===== src/rtl/gpio_ctrl_if.sv =====
// Bus and pin bundle for gpio_ctrl: MIPS data-bus read/write strobes plus the GPIO pins.
// master = bus/pin driver side, slave = the controller.
interface gpio_ctrl_if #(
    parameter int unsigned WIDTH  = 32,
    parameter int unsigned NPORTS = 2
);
    localparam int unsigned AW = $clog2(NPORTS) + 3;

    logic                    we;
    logic                    re;
    logic [AW-1:0]           a;
    logic [WIDTH-1:0]        wd;
    logic [WIDTH-1:0]        rd;
    logic                    rd_valid;
    logic [NPORTS*WIDTH-1:0] gp_in;
    logic [NPORTS*WIDTH-1:0] gp_out;
    logic [NPORTS*WIDTH-1:0] gp_oe;
    logic                    irq;

    modport master (
        output we, re, a, wd, gp_in,
        input  rd, rd_valid, gp_out, gp_oe, irq
    );

    modport slave (
        input  we, re, a, wd, gp_in,
        output rd, rd_valid, gp_out, gp_oe, irq
    );
endinterface


===== src/rtl/gpio_ctrl.sv =====
// Multi-channel memory-mapped GPIO controller.
// Each channel: OUT latch, DIR mask, synchronised IN, rise/fall enables and a sticky
// write-1-to-clear STATUS; irq is the OR of every STATUS bit.
// Optional macro GPIO_ATOMIC_EN enables the SET (offset 6) / CLR (offset 7) writes;
// without it those offsets are reserved (writes ignored, reads 0).
module gpio_ctrl #(
    parameter int unsigned WIDTH       = 32,
    parameter int unsigned NPORTS      = 2,
    parameter int unsigned SYNC_STAGES = 2
) (
    input  logic       clk,
    input  logic       rst_n,
    gpio_ctrl_if.slave bus
);
    localparam int unsigned AW = $clog2(NPORTS) + 3;
    localparam int unsigned CW = (NPORTS > 1) ? $clog2(NPORTS) : 1;

    logic [NPORTS-1:0][WIDTH-1:0]                   r_out;
    logic [NPORTS-1:0][WIDTH-1:0]                   r_dir;
    logic [NPORTS-1:0][WIDTH-1:0]                   r_rise_en;
    logic [NPORTS-1:0][WIDTH-1:0]                   r_fall_en;
    logic [NPORTS-1:0][WIDTH-1:0]                   r_status;
    logic [SYNC_STAGES-1:0][NPORTS-1:0][WIDTH-1:0]  r_sync;
    logic [NPORTS-1:0][WIDTH-1:0]                   r_prev;
    logic [WIDTH-1:0]                               r_rd;
    logic                                           r_rd_valid;

    logic [CW-1:0]                w_ch;
    logic [2:0]                   w_off;
    logic [NPORTS-1:0][WIDTH-1:0] w_sync;
    logic [NPORTS-1:0][WIDTH-1:0] w_rise;
    logic [NPORTS-1:0][WIDTH-1:0] w_fall;
    logic [NPORTS-1:0][WIDTH-1:0] w_clr;
    logic [WIDTH-1:0]             w_rdata;

    assign w_off = bus.a[2:0];

    // With a single channel there is no channel field in the address.
    generate
        if (NPORTS > 1) begin : g_ch_multi
            assign w_ch = bus.a[AW-1:3];
        end else begin : g_ch_single
            assign w_ch = '0;
        end
    endgenerate

    assign w_sync = r_sync[SYNC_STAGES-1];
    assign w_rise = w_sync & ~r_prev;
    assign w_fall = ~w_sync & r_prev;

    // Pin synchroniser chain plus one-cycle edge history.
    always_ff @(posedge clk) begin
        if (!rst_n) begin
            r_sync <= '0;
            r_prev <= '0;
        end else begin
            r_sync[0] <= bus.gp_in;
            for (int i = 1; i < SYNC_STAGES; i++) begin
                r_sync[i] <= r_sync[i-1];
            end
            r_prev <= w_sync;
        end
    end

    // Control register writes; IN and STATUS are not written here.
    always_ff @(posedge clk) begin
        if (!rst_n) begin
            r_out     <= '0;
            r_dir     <= '0;
            r_rise_en <= '0;
            r_fall_en <= '0;
        end else if (bus.we) begin
            case (w_off)
                3'd0: r_out[w_ch]     <= bus.wd;
                3'd1: r_dir[w_ch]     <= bus.wd;
                3'd3: r_rise_en[w_ch] <= bus.wd;
                3'd4: r_fall_en[w_ch] <= bus.wd;
`ifdef GPIO_ATOMIC_EN
                3'd6: r_out[w_ch]     <= r_out[w_ch] | bus.wd;
                3'd7: r_out[w_ch]     <= r_out[w_ch] & ~bus.wd;
`endif
                default: ;
            endcase
        end
    end

    // Write-1-to-clear mask for the addressed channel's STATUS.
    always_comb begin
        w_clr = '0;
        if (bus.we && (w_off == 3'd5)) begin
            w_clr[w_ch] = bus.wd;
        end
    end

    // Sticky edge status; a new edge in the clearing cycle keeps the bit set.
    always_ff @(posedge clk) begin
        if (!rst_n) begin
            r_status <= '0;
        end else begin
            r_status <= (r_status & ~w_clr) | (w_rise & r_rise_en) | (w_fall & r_fall_en);
        end
    end

    // Read mux over current (pre-write) register contents.
    always_comb begin
        w_rdata = '0;
        case (w_off)
            3'd0:    w_rdata = r_out[w_ch];
            3'd1:    w_rdata = r_dir[w_ch];
            3'd2:    w_rdata = w_sync[w_ch];
            3'd3:    w_rdata = r_rise_en[w_ch];
            3'd4:    w_rdata = r_fall_en[w_ch];
            3'd5:    w_rdata = r_status[w_ch];
            default: w_rdata = '0;
        endcase
    end

    // Registered read data with a one-cycle valid pulse; rd holds between reads.
    always_ff @(posedge clk) begin
        if (!rst_n) begin
            r_rd       <= '0;
            r_rd_valid <= 1'b0;
        end else begin
            r_rd_valid <= bus.re;
            if (bus.re) begin
                r_rd <= w_rdata;
            end
        end
    end

    assign bus.rd       = r_rd;
    assign bus.rd_valid = r_rd_valid;
    assign bus.gp_out   = r_out;
    assign bus.gp_oe    = r_dir;
    assign bus.irq      = |r_status;
endmodule

===== src/flat_wrapper.sv =====
// flat-port wrapper written by rule: the top's interface ports become plain ports
module gpio_ctrl_flat 
#(
    parameter int unsigned WIDTH       = 32,
    parameter int unsigned NPORTS      = 2,
    parameter int unsigned SYNC_STAGES = 2
)
  (clk, rst_n, bus_we, bus_re, bus_a, bus_wd, bus_gp_in, bus_rd, bus_rd_valid, bus_gp_out, bus_gp_oe, bus_irq);
  gpio_ctrl_if #(.WIDTH(WIDTH), .NPORTS(NPORTS)) bus_i ();
  input  logic clk;
  input  logic rst_n;
  input wire logic [$bits(bus_i.we)-1:0] bus_we;
  input wire logic [$bits(bus_i.re)-1:0] bus_re;
  input wire logic [$bits(bus_i.a)-1:0] bus_a;
  input wire logic [$bits(bus_i.wd)-1:0] bus_wd;
  input wire logic [$bits(bus_i.gp_in)-1:0] bus_gp_in;
  output wire logic [$bits(bus_i.rd)-1:0] bus_rd;
  output wire logic [$bits(bus_i.rd_valid)-1:0] bus_rd_valid;
  output wire logic [$bits(bus_i.gp_out)-1:0] bus_gp_out;
  output wire logic [$bits(bus_i.gp_oe)-1:0] bus_gp_oe;
  output wire logic [$bits(bus_i.irq)-1:0] bus_irq;
  assign bus_i.we = bus_we;
  assign bus_i.re = bus_re;
  assign bus_i.a = bus_a;
  assign bus_i.wd = bus_wd;
  assign bus_i.gp_in = bus_gp_in;
  assign bus_rd = bus_i.rd;
  assign bus_rd_valid = bus_i.rd_valid;
  assign bus_gp_out = bus_i.gp_out;
  assign bus_gp_oe = bus_i.gp_oe;
  assign bus_irq = bus_i.irq;
  gpio_ctrl #(.WIDTH(WIDTH), .NPORTS(NPORTS), .SYNC_STAGES(SYNC_STAGES)) u_core (.clk(clk), .rst_n(rst_n), .bus(bus_i));
endmodule

===== config.mk =====
export PLATFORM = sky130hd
export DESIGN_NAME = gpio_ctrl_flat
export DESIGN_NICKNAME = d
export VERILOG_FILES = /design/src/rtl/gpio_ctrl_if.sv /design/src/rtl/gpio_ctrl.sv /design/src/flat_wrapper.sv
export SDC_FILE = /design/constraint.sdc
export NUM_CORES = 1
export LEC_CHECK = 0
export ABC_AREA = 1
export BUFFER_PORTS_ARGS = -buffer_cell sky130_fd_sc_hd__buf_2
export CORE_AREA = 2 2 245 247
export CTS_CLUSTER_SIZE = 12
export DETAILED_ROUTE_END_ITERATION = 7
export DIE_AREA = 0 0 247 249
export PLACE_DENSITY_LB_ADDON = 0.1
export SLEW_MARGIN = 20
export SYNTH_ARGS = -nofsm -noshare
export SYNTH_HDL_FRONTEND = slang
export SYNTH_SLANG_ARGS = --single-unit

===== constraint.sdc =====
create_clock -name clk -period 1.7 [get_ports clk]
set_input_delay 0.17 -clock clk [delete_from_list [all_inputs] [get_ports clk]]
set_output_delay 0.17 -clock clk [all_outputs]
set_load 0.01 [all_outputs]

==> flow_summary_export.csv, run 1 <==
group,metric,value,unit
status,outcome,"finished, violations left",
status,failed_checks,"negative setup slack",
critical_path,worstPathRequired,1.53,ns
power_and_ir_drop,p_per_area,984,nW/um2
global_route,antenna_found_initial,2,
timing,rsz0062_at_grt,"true",
power_and_ir_drop,share_comb_of_total_power,8.7,%
global_route,grtUsageMet3,3.36,%
power_and_ir_drop,ir_worst_vdd,0.000750,V
placed_design,place_hpwl,49.9,mm
timing,slew_violations,0,
yosys,yosysTopAreaCellShare,46.8,%
timing,hold_viol_final,0,
drt,wl,77.3,mm
drt,vias_per_cell,5.02,
cts,clock_latency,0.63,ns
critical_path,critPathBufInv,2,
cts,post_cts_buffers,0,
critical_path,path_class,"register to output port",
floorplan,die_area,61500,um2
final_layout,fill_cells,5841,
critical_path,endpoint_kind,"output port",
placed_design,gp_congestion,0.859,
yosys,synth_enable_flop_cells,0,
timing,slew_headroom,61.6,%
floorplan,core.rowCount,89,
yosys,syn_area,23300,um2
yosys,synth_cell_types,20,
global_route,global_route.usage.met2,37.5,%
global_route,globalRouteOverflowTotal,0,
timing,finalSetupTns,-0.297,ns
placed_design,dp.cells,4350,
yosys,yosys.area.top_type,"dfxtp_1",
timing,worst_pin_slew,0.577,ns
cts,root_buffer,"clkbuf_16",
final_layout,drive_above_1_share,12.1,%
global_route,grt_pass1_wl,120,mm
yosys,async_flop_share,0,%
final_layout,area_growth_syn_to_layout,22.6,%
power_and_ir_drop,switching_share,25.3,%
global_route,grt_max_degree,101,
final_layout,finalNetCount,3856,
critical_path,crit_family,"simple AND/OR/NAND/NOR gates",
cts,cts-htree-levels,2,
floorplan,die_w,247,um
power_and_ir_drop,pwr-share-clk,43.5,%
final_layout,fin_util,48.8,%
job,maxCapViolations,0,
critical_path,arrival,1.83,ns
critical_path,cp-start-kind,"register",
timing,finClkSkew,0.0281,ns
critical_path,worstPathCellList,"inv_2, nand4_1, nor2_2, nand2_2, nor2_1, nand2_1, buf_2",
cts,clk_pin_slew,0.06,ns
drt,wl_per_cell,16.9,um
global_route,track_usage,24.4,%
floorplan,pin_count,266,
floorplan,dieHeight,249,um
final_layout,layout.cells.non_filler,4564,
timing,min_period,2.00,ns
floorplan,start_util,39.8,%
drt,route.detailed.drc,0,
cts,cts_tree,"yes",
cts,cts_sinks,545,
drt,drt_iter0_markers,2074,
critical_path,critPathMaxStageDelay,0.33,ns
yosys,synthTopCellsByCount,"nand2_1, dfxtp_1, o21ai_0",
cts,cts_buffers,59,
power_and_ir_drop,total_power,28.2,mW
cts,clockBufferDepth,3,
drt,vias,22900,
yosys,synth_nets,3593,
timing,max_freq,501,MHz
floorplan,core_area,58700,um2
timing,setup_ws,-0.297,ns
drt,final_antenna_net_count,0,
min_path,hold_path.class,"input port to register",
global_route,grt_pass1_vias,21100,
yosys,ys_top_cells_by_area,"dfxtp_1, nand2_1, o21ai_0, a21oi_1, inv_1",
power_and_ir_drop,p_switching,7.12,mW
global_route,busiest_layer,"met2",
yosys,synth-main-ff-cell,"dfxtp_1",
yosys,post-synth-top-count-cell,"nand2_1",
critical_path,critPathSlowestCell,"dfxtp_1",
yosys,yosys_register_bits,545,
power_and_ir_drop,p_leak,14.1,nW
power_and_ir_drop,intPower,21.0,mW
timing,post-route-period-util,117,%
yosys,synth_cells,3489,
critical_path,worstPathMaxFanout,2,
yosys,ys.warnings.count,0,
global_route,use_met1,36.0,%
power_and_ir_drop,p_seq_share,47.7,%
drt,dr.pass1.iters,6,
timing,setup_viol,1,
placed_design,portBuffers,265,
yosys,synth-seq-area-share,46.8,%
yosys,synth.avg_cell_area,6.69,um2
area by class of cell:
| type | count | area (um2) | share of cell area (%) |
|---|---|---|---|
| Tap cell | 773 | 967 | 3.38 |
| Sequential cell | 545 | 10900 | 38.1 |
| Timing Repair Buffer | 459 | 3540 | 12.4 |
| Multi-Input combinational cell | 2327 | 10000 | 35.0 |
| Antenna cell | 1 | 2.50 | 0.00875 |
| Clock inverter | 13 | 116 | 0.407 |
| Clock buffer | 86 | 1700 | 5.93 |
| Inverter | 360 | 1360 | 4.76 |
cell families after synthesis:
family	count (synthesis)	synth area share, %
AOI/OAI and AO/OA	655	14.0
and+or+nand+nor	1672	28.6
buffers and inverters	617	10.6
DFF	545	46.8
per-stage QoR:
stage | hold slack (ns) | worst slack (ns) | area, um2
4_1_cts | 0.0806 | -0.332 | 28600
3_3_place_gp | 0.349 | 0.171 | 25600
3_5_place_dp | 0.355 | 0.139 | 25600
6_report | 0.130 | -0.297 | 28600
2_1_floorplan | 0.268 | 0.430 | 23300
5_1_grt | 0.118 | -0.396 | 28600
sequential cells by signal, summed over array words and instances (netlist names):
register             cells
u_core.r_rise_en        64
u_core.r_sync          128
u_core.bus.gp_out       64
u_core.bus.rd           32
u_core.bus.gp_oe        64
u_core.r_status         64
u_core.bus.rd_valid      1
u_core.r_prev           64
u_core.r_fall_en        64
cell usage in the layout, fill, tap and decap left out, types with 36 or more instances in the layout:
cell type	instances
dfxtp_1	541
nor2_1	207
buf_2	262
o21ai_0	364
a21oi_1	269
dlygate4sd3_1	114
clkbuf_16	59
inv_1	350
buf_4	45
nand4_1	148
nand2_1	1290
buf_12	36
final timing paths:
path	from	to	slack [ns]	depth (start not counted)
setup / recovery	u_core.r_status[14]$_SDFF_PN0_	bus_irq	-0.30	7
hold / removal	bus_a[2]	u_core.bus.rd[12]$_SDFFE_PN0P_	0.13	5
setup reg to reg	u_core.r_status[63]$_SDFF_PN0_	u_core.bus.rd[31]$_SDFFE_PN0P_	0.47	6
hold reg to reg	u_core.r_sync[21]$_SDFF_PN0_	u_core.r_sync[85]$_SDFF_PN0_	0.41	2
worst register-to-register path, stage by stage (launching register included):
cell and delay [ns]:
dfxtp_2 0.33, nand2_1 0.11, o21ai_0 0.12, nand2_1 0.09, nand2_1 0.05, nor2_1 0.27
a21oi_1 0.12
metal layers:
metal | share of wire (%) | vias to the layer above | wire, um
met5 | 0 | - | 0
met4 | 1.8 | 0 | 1360
met3 | 6.8 | 100 | 5250
met2 | 44 | 774 | 33600
met1 | 48 | 10600 | 37000
li1 | - | 11400 | -
timing repair:
| action | CTS | global route |
|---|---|---|
| cloned | 0 | 0 |
| endpoints found under the hold margin | 301 | 0 |
| gates resized for setup | 14 | 5 |
| setup endpoints to repair | 1 | 1 |
| pin swaps | 10 | 2 |
| hold buffers | 114 | 0 |
power groups by stage:
stage	sequential [mW]	clock (mW)	combinational [mW]
floorplan	13.7	0	1.31
global placement	13.7	0	2.20
detailed placement	13.7	0	2.23
CTS	13.4	12.6	2.45
global route	13.5	13.1	2.71
finish	13.4	12.3	2.46
No activity file was read; power rests on OpenSTA's default activity.
==> run 2, diff against run 1 <==
Clock period 1.7 ns to 2.5 ns, I/O delays scaled along.
==> run 2 against run 1 <==
The flow now finishes without violations. Global-route usage grew 0.058 points. Worst setup slack gained 0.49 ns. Final area shrank 3.0%. Sequential cell count is the same. Via count shrank 0.75%. Non-clock buffer count shrank 75. First-iteration DRC count shrank 11%. Combinational power shrank 37%. Cell count shrank 1.5%. Count of clock-buffer cells in the layout grew 9. Core utilization shrank 1.5 points. Sequential share of layout area grew 1.2 points. Largest power group unchanged. Highest routed layer unchanged.
==> flow_summary_export.csv, run 2 (synthesized netlist as in run 1, its figures left out) <==
group,metric,value,unit
power_and_ir_drop,share_comb_of_total_power,8.1,%
timing,finClkSkew,0.0236,ns
floorplan,core_area,58700,um2
cts,root_buffer,"clkbuf_16",
placed_design,dpl_cell_area,25200,um2
power_and_ir_drop,p_leak,13.7,nW
final_layout,layout_common_cells,"nand2_1, dfxtp_1, o21ai_0",
drt,route.detailed.drc,0,
floorplan,die_w,247,um
final_layout,final_cell_area,27700,um2
placed_design,place_ws,0.522,ns
final_layout,layout.cells.non_filler,4496,
global_route,antenna_found_initial,4,
cts,clk_pin_slew,0.06,ns
power_and_ir_drop,ir_worst_vdd,0.000517,V
power_and_ir_drop,p_switching,4.82,mW
critical_path,worstPathMaxFanout,2,
critical_path,cp-start-kind,"register",
status,outcome,"complete, no violations",
power_and_ir_drop,p_per_area,693,nW/um2
cts,ctsResizeCount,0,
floorplan,core.rowCount,89,
timing,min_period,2.30,ns
placed_design,place_hpwl,49.0,mm
timing,slew_violations,0,
timing,setup_ws,0.196,ns
placed_design,portBuffers,265,
timing,setup_viol,0,
drt,drt_iter0_markers,1842,
placed_design,gp_congestion,0.847,
timing,worst_pin_slew,0.720,ns
power_and_ir_drop,p_seq_share,47.5,%
critical_path,arrival,2.05,ns
timing,rsz0062_at_grt,"false",
power_and_ir_drop,switching_share,25.1,%
final_layout,area_growth_syn_to_layout,18.9,%
timing,slew_headroom,51.9,%
global_route,track_usage,24.5,%
final_layout,final_common_cell,"nand2_1",
power_and_ir_drop,pwr-share-clk,44.4,%
drt,final_antenna_net_count,0,
critical_path,endpoint_kind,"output port",
cts,cts_buffers,60,
final_layout,fill_cells,5987,
placed_design,dp.cells,4320,
min_path,min_from,"rst_n",
drt,wl,77.3,mm
cts,cts_sinks,545,
critical_path,crit_path_start,"u_core.r_status[31]$_SDFF_PN0_",
global_route,globalRouteOverflowTotal,0,
drt,wl_per_cell,17.2,um
job,maxCapViolations,0,
drt,vias_per_cell,5.06,
timing,whs,0.0346,ns
critical_path,worstPathRequired,2.25,ns
final_layout,largest_register,"u_core.r_sync",
power_and_ir_drop,total_power,19.2,mW
final_layout,largest_reg_flops,128,
min_path,hold_path.class,"input port to register",
floorplan,die_area,61500,um2
cts,cts-htree-levels,2,
critical_path,timing.rr.start,"u_core.r_fall_en[62]$_SDFFE_PN0P_",
timing,hold_viol_final,0,
floorplan,dieHeight,249,um
final_layout,drive_above_1_share,11.0,%
final_layout,finalNetCount,3782,
drt,vias,22700,
timing,post-route-period-util,92.2,%
final_layout,fin_util,47.3,%
power_and_ir_drop,intPower,14.4,mW
floorplan,start_util,39.8,%
cts,clockBufferDepth,3,
timing,max_freq,434,MHz
critical_path,path_class,"register to output port",
floorplan,pin_count,266,
global_route,grt_pass1_vias,20900,
timing,finalSetupTns,0,ns
global_route,grt_max_degree,129,
cts,clock_latency,0.63,ns
drt,dr.pass1.iters,6,
global_route,grt_pass1_wl,120,mm
cts,cts_tree,"yes",
==> run 2: power by group through the flow <==
stage	registers [mW]	logic (mW)	clock network (mW)
2_1_floorplan	9.29	0.889	0
3_3_place_gp	9.31	1.44	0
3_5_place_dp	9.32	1.46	0
4_1_cts	9.13	1.55	8.71
5_1_grt	9.16	1.72	9.05
6_report	9.13	1.56	8.52
==> run 2: path summary, 6_finish.rpt <==
kind	end	slack (ns)	cells past startpoint
max reg2reg	u_core.bus.rd[30]$_SDFFE_PN0P_	1.23	6
max	bus_irq	0.20	7
min	u_core.r_sync[44]$_SDFF_PN0_	0.03	3
min reg2reg	u_core.r_sync[113]$_SDFF_PN0_	0.40	2
==> run 2: layer usage <==
| layer | GRT usage, % | routed length, um | part of all wire [%] |
|---|---|---|---|
| met5 | 0 | 0 | 0 |
| met1 | 35.9 | 36300 | 47 |
| met3 | 3.33 | 5660 | 7.3 |
| met4 | 6.39 | 1680 | 2.2 |
| met2 | 37.5 | 33700 | 44 |
==> run 2: critical path: stages (launching register included) <==
cell	delay, ns
dfxtp_1	0.31
inv_1	0.16
nand4_1	0.23
nor2_1	0.15
nand2_1	0.06
nor2_1	0.20
nand2_1	0.15
buf_2	0.17
==> run 2: layout make-up <==
type	instances	area [um2]	area share [%]
Sequential cell	545	10900	39.3
Clock buffer	95	1780	6.43
Timing Repair Buffer	384	2650	9.56
Clock inverter	10	85.1	0.307
Multi-Input combinational cell	2327	9980	36.0
Antenna cell	2	5.00	0.0180
Tap cell	773	967	3.49
Inverter	360	1360	4.91
==> run 2: timing repair <==
item                      in CTS  in global routing
setup buffers                  0                  0
hold endpoints to repair      78                  0
hold buffers                  69                  0
==> run 3, diff against run 2 <==
Settings changed: CORE_AREA 2 2 245 247 to 2 2 202 204, DIE_AREA 0 0 247 249 to 0 0 204 206.
Clock period 2.5 ns to 2.3 ns, I/O delays scaled along.
==> run 3 against run 2 <==
Hold slack got worse by 0.011 ns. Cell count fell by 5.5%. Sequential cell count unchanged. Power increased by 5.1%. Critical path type unchanged. Largest cell class unchanged.
==> flow_summary_export.csv, run 3 (synthesized netlist as in run 1, its figures left out) <==
group,metric,value,unit
status,outcome,"complete, no violations",
final_layout,layout_common_cells,"nand2_1, dfxtp_1, o21ai_0",
placed_design,portBuffers,265,
floorplan,dieHeight,206,um
cts,clk_pin_slew,0.06,ns
drt,vias,23000,
placed_design,place_hpwl,45.1,mm
job,maxCapViolations,0,
global_route,grt_pass1_wl,110,mm
final_layout,final_cell_area,27400,um2
final_layout,largest_reg_flops,128,
global_route,track_usage,32.8,%
floorplan,core.rowCount,74,
cts,cts-htree-levels,2,
power_and_ir_drop,p_switching,4.90,mW
critical_path,cpMostUsedCell,"nor2_1",
cts,ctsResizeCount,0,
global_route,grt_max_degree,130,
final_layout,drive_above_1_share,10.9,%
final_layout,n_antenna_cell,0,
power_and_ir_drop,ir_worst_vdd,0.000541,V
drt,final_antenna_net_count,0,
critical_path,arrival,2.00,ns
timing,whs,0.0240,ns
critical_path,r2r_slack,1.08,ns
floorplan,start_util,58.1,%
placed_design,dpl_cell_area,24900,um2
power_and_ir_drop,share_comb_of_total_power,8.3,%
final_layout,largest_register,"u_core.r_sync",
timing,slew_violations,0,
timing,worst_pin_slew,0.767,ns
floorplan,pin_count,266,
timing,min_period,2.23,ns
power_and_ir_drop,pwr-share-clk,42.5,%
drt,wl,71.2,mm
cts,holdBufCountCts,75,
placed_design,gp_congestion,0.868,
timing,finClkSkew,0.0173,ns
critical_path,ff2ff_path_depth,6,
global_route,antenna_found_initial,1,
power_and_ir_drop,p_per_area,738,nW/um2
final_layout,area_growth_syn_to_layout,17.3,%
power_and_ir_drop,p_seq_share,49.2,%
min_path,holdPathStages,3,
min_path,hold_end,"u_core.r_fall_en[44]$_SDFFE_PN0P_",
critical_path,path_class,"register to output port",
cts,clock_latency,0.60,ns
final_layout,fill_cells,3481,
critical_path,r2r_end,"u_core.bus.rd[26]$_SDFFE_PN0P_",
min_path,hold_path.class,"input port to register",
drt,dr.pass1.iters,6,
power_and_ir_drop,switching_share,24.3,%
global_route,grt_pass1_vias,20800,
timing,setup_ws,0.0742,ns
power_and_ir_drop,intPower,15.3,mW
power_and_ir_drop,p_leak,13.7,nW
critical_path,cp-start-kind,"register",
timing,max_freq,449,MHz
timing,rsz0062_at_grt,"false",
drt,vias_per_cell,5.42,
drt,drt_iter0_markers,2450,
final_layout,seq_area,10900,um2
cts,clockBufferDepth,3,
cts,root_buffer,"clkbuf_16",
timing,setup_viol,0,
drt,wl_per_cell,16.8,um
critical_path,endpoint_kind,"output port",
critical_path,worstPathMaxFanout,3,
timing,post-route-period-util,96.8,%
cts,cts_tree,"yes",
critical_path,critPathMaxStageDelay,0.33,ns
min_path,min_from,"bus_we",
floorplan,die_area,42000,um2
power_and_ir_drop,total_power,20.2,mW
global_route,globalRouteOverflowTotal,0,
timing,finalSetupTns,0,ns
timing,slew_headroom,48.6,%
cts,cts_sinks,545,
drt,route.detailed.drc,0,
cts,post_cts_buffers,0,
cts,cts_buffers,55,
critical_path,worstPathCellList,"nor2_1, nand3_1, nor2_1, nand2_1, nor2_1, nand2_1, buf_2",
critical_path,critPathSlowestCell,"dfxtp_1",
floorplan,die_w,204,um
final_layout,multi_input_area,9980,um2
final_layout,final_common_cell,"nand2_1",
placed_design,place_ws,0.399,ns
final_layout,finalNetCount,3789,
critical_path,worstPathRequired,2.07,ns
floorplan,core_area,40200,um2
timing,hold_viol_final,0,
critical_path,timing.rr.start,"u_core.r_fall_en[58]$_SDFFE_PN0P_",
## run 3: cell count changes in the layout (fill, tap and decap cells not counted), sizes merged
cell         previous run  this run
clkinv                  8         5
diode                   2         0
clkinvlp                1         0
inv                   360       358
buf                   315       320
dlygate4sd3            69        75
clkbuf                 95        87
## run 3: layout make-up
class	instances	share of cell area (%)
Timing Repair Buffer	396	10.1
Sequential cell	545	39.8
Clock buffer	86	6.08
Tap cell	532	2.43
Multi-Input combinational cell	2327	36.4
Clock inverter	4	0.165
Inverter	360	4.97
## run 3: stage by stage
step,cells,utilization [%]
5_1_grt,4250,68.1
3_5_place_dp,4085,62.0
2_1_floorplan,3489,-
3_3_place_gp,4085,62.0
4_1_cts,4250,68.1
6_report,4250,68.1
## run 3: how the worst max path moves through the flow
| stage | from | slack [ns] | cells past startpoint | end |
|---|---|---|---|---|
| 6_report | u_core.r_status[63]$_SDFF_PN0_ | 0.07 | 7 | bus_irq |
| 5_1_grt | u_core.r_status[63]$_SDFF_PN0_ | 0.07 | 7 | bus_irq |
| 4_1_cts | u_core.r_status[63]$_SDFF_PN0_ | 0.09 | 7 | bus_irq |
| 3_5_place_dp | bus_a[1] | 0.40 | 9 | u_core.r_fall_en[39]$_SDFFE_PN0P_ |
| 3_3_place_gp | bus_a[1] | 0.44 | 9 | u_core.r_fall_en[39]$_SDFFE_PN0P_ |
| 2_1_floorplan | bus_a[3] | 0.97 | 7 | u_core.r_status[25]$_SDFF_PN0_ |
## run 3: critical path: cells and delay by family (launching register included)
family / cells / cell delay [ns]
DFF: 1 / 0.33
buffers and inverters: 1 / 0.16
and+or+nand+nor: 6 / 0.89
## run 3: metal layers
layer	vias up	routed length, um	GRT usage, %
li1	11300	-	-
met1	10400	31700	47.1
met2	1174	30900	50.7
met3	122	6960	5.74
met4	0	1630	9.55
met5	-	0	0
## run 3: power by group through the flow
stage	logic [mW]	registers, mW	clock network [mW]
3_3_place_gp	1.51	10.1	0
2_1_floorplan	0.966	10.1	0
4_1_cts	1.64	9.92	8.69
6_report	1.68	9.93	8.59
3_5_place_dp	1.53	10.1	0
5_1_grt	1.84	9.96	9.05
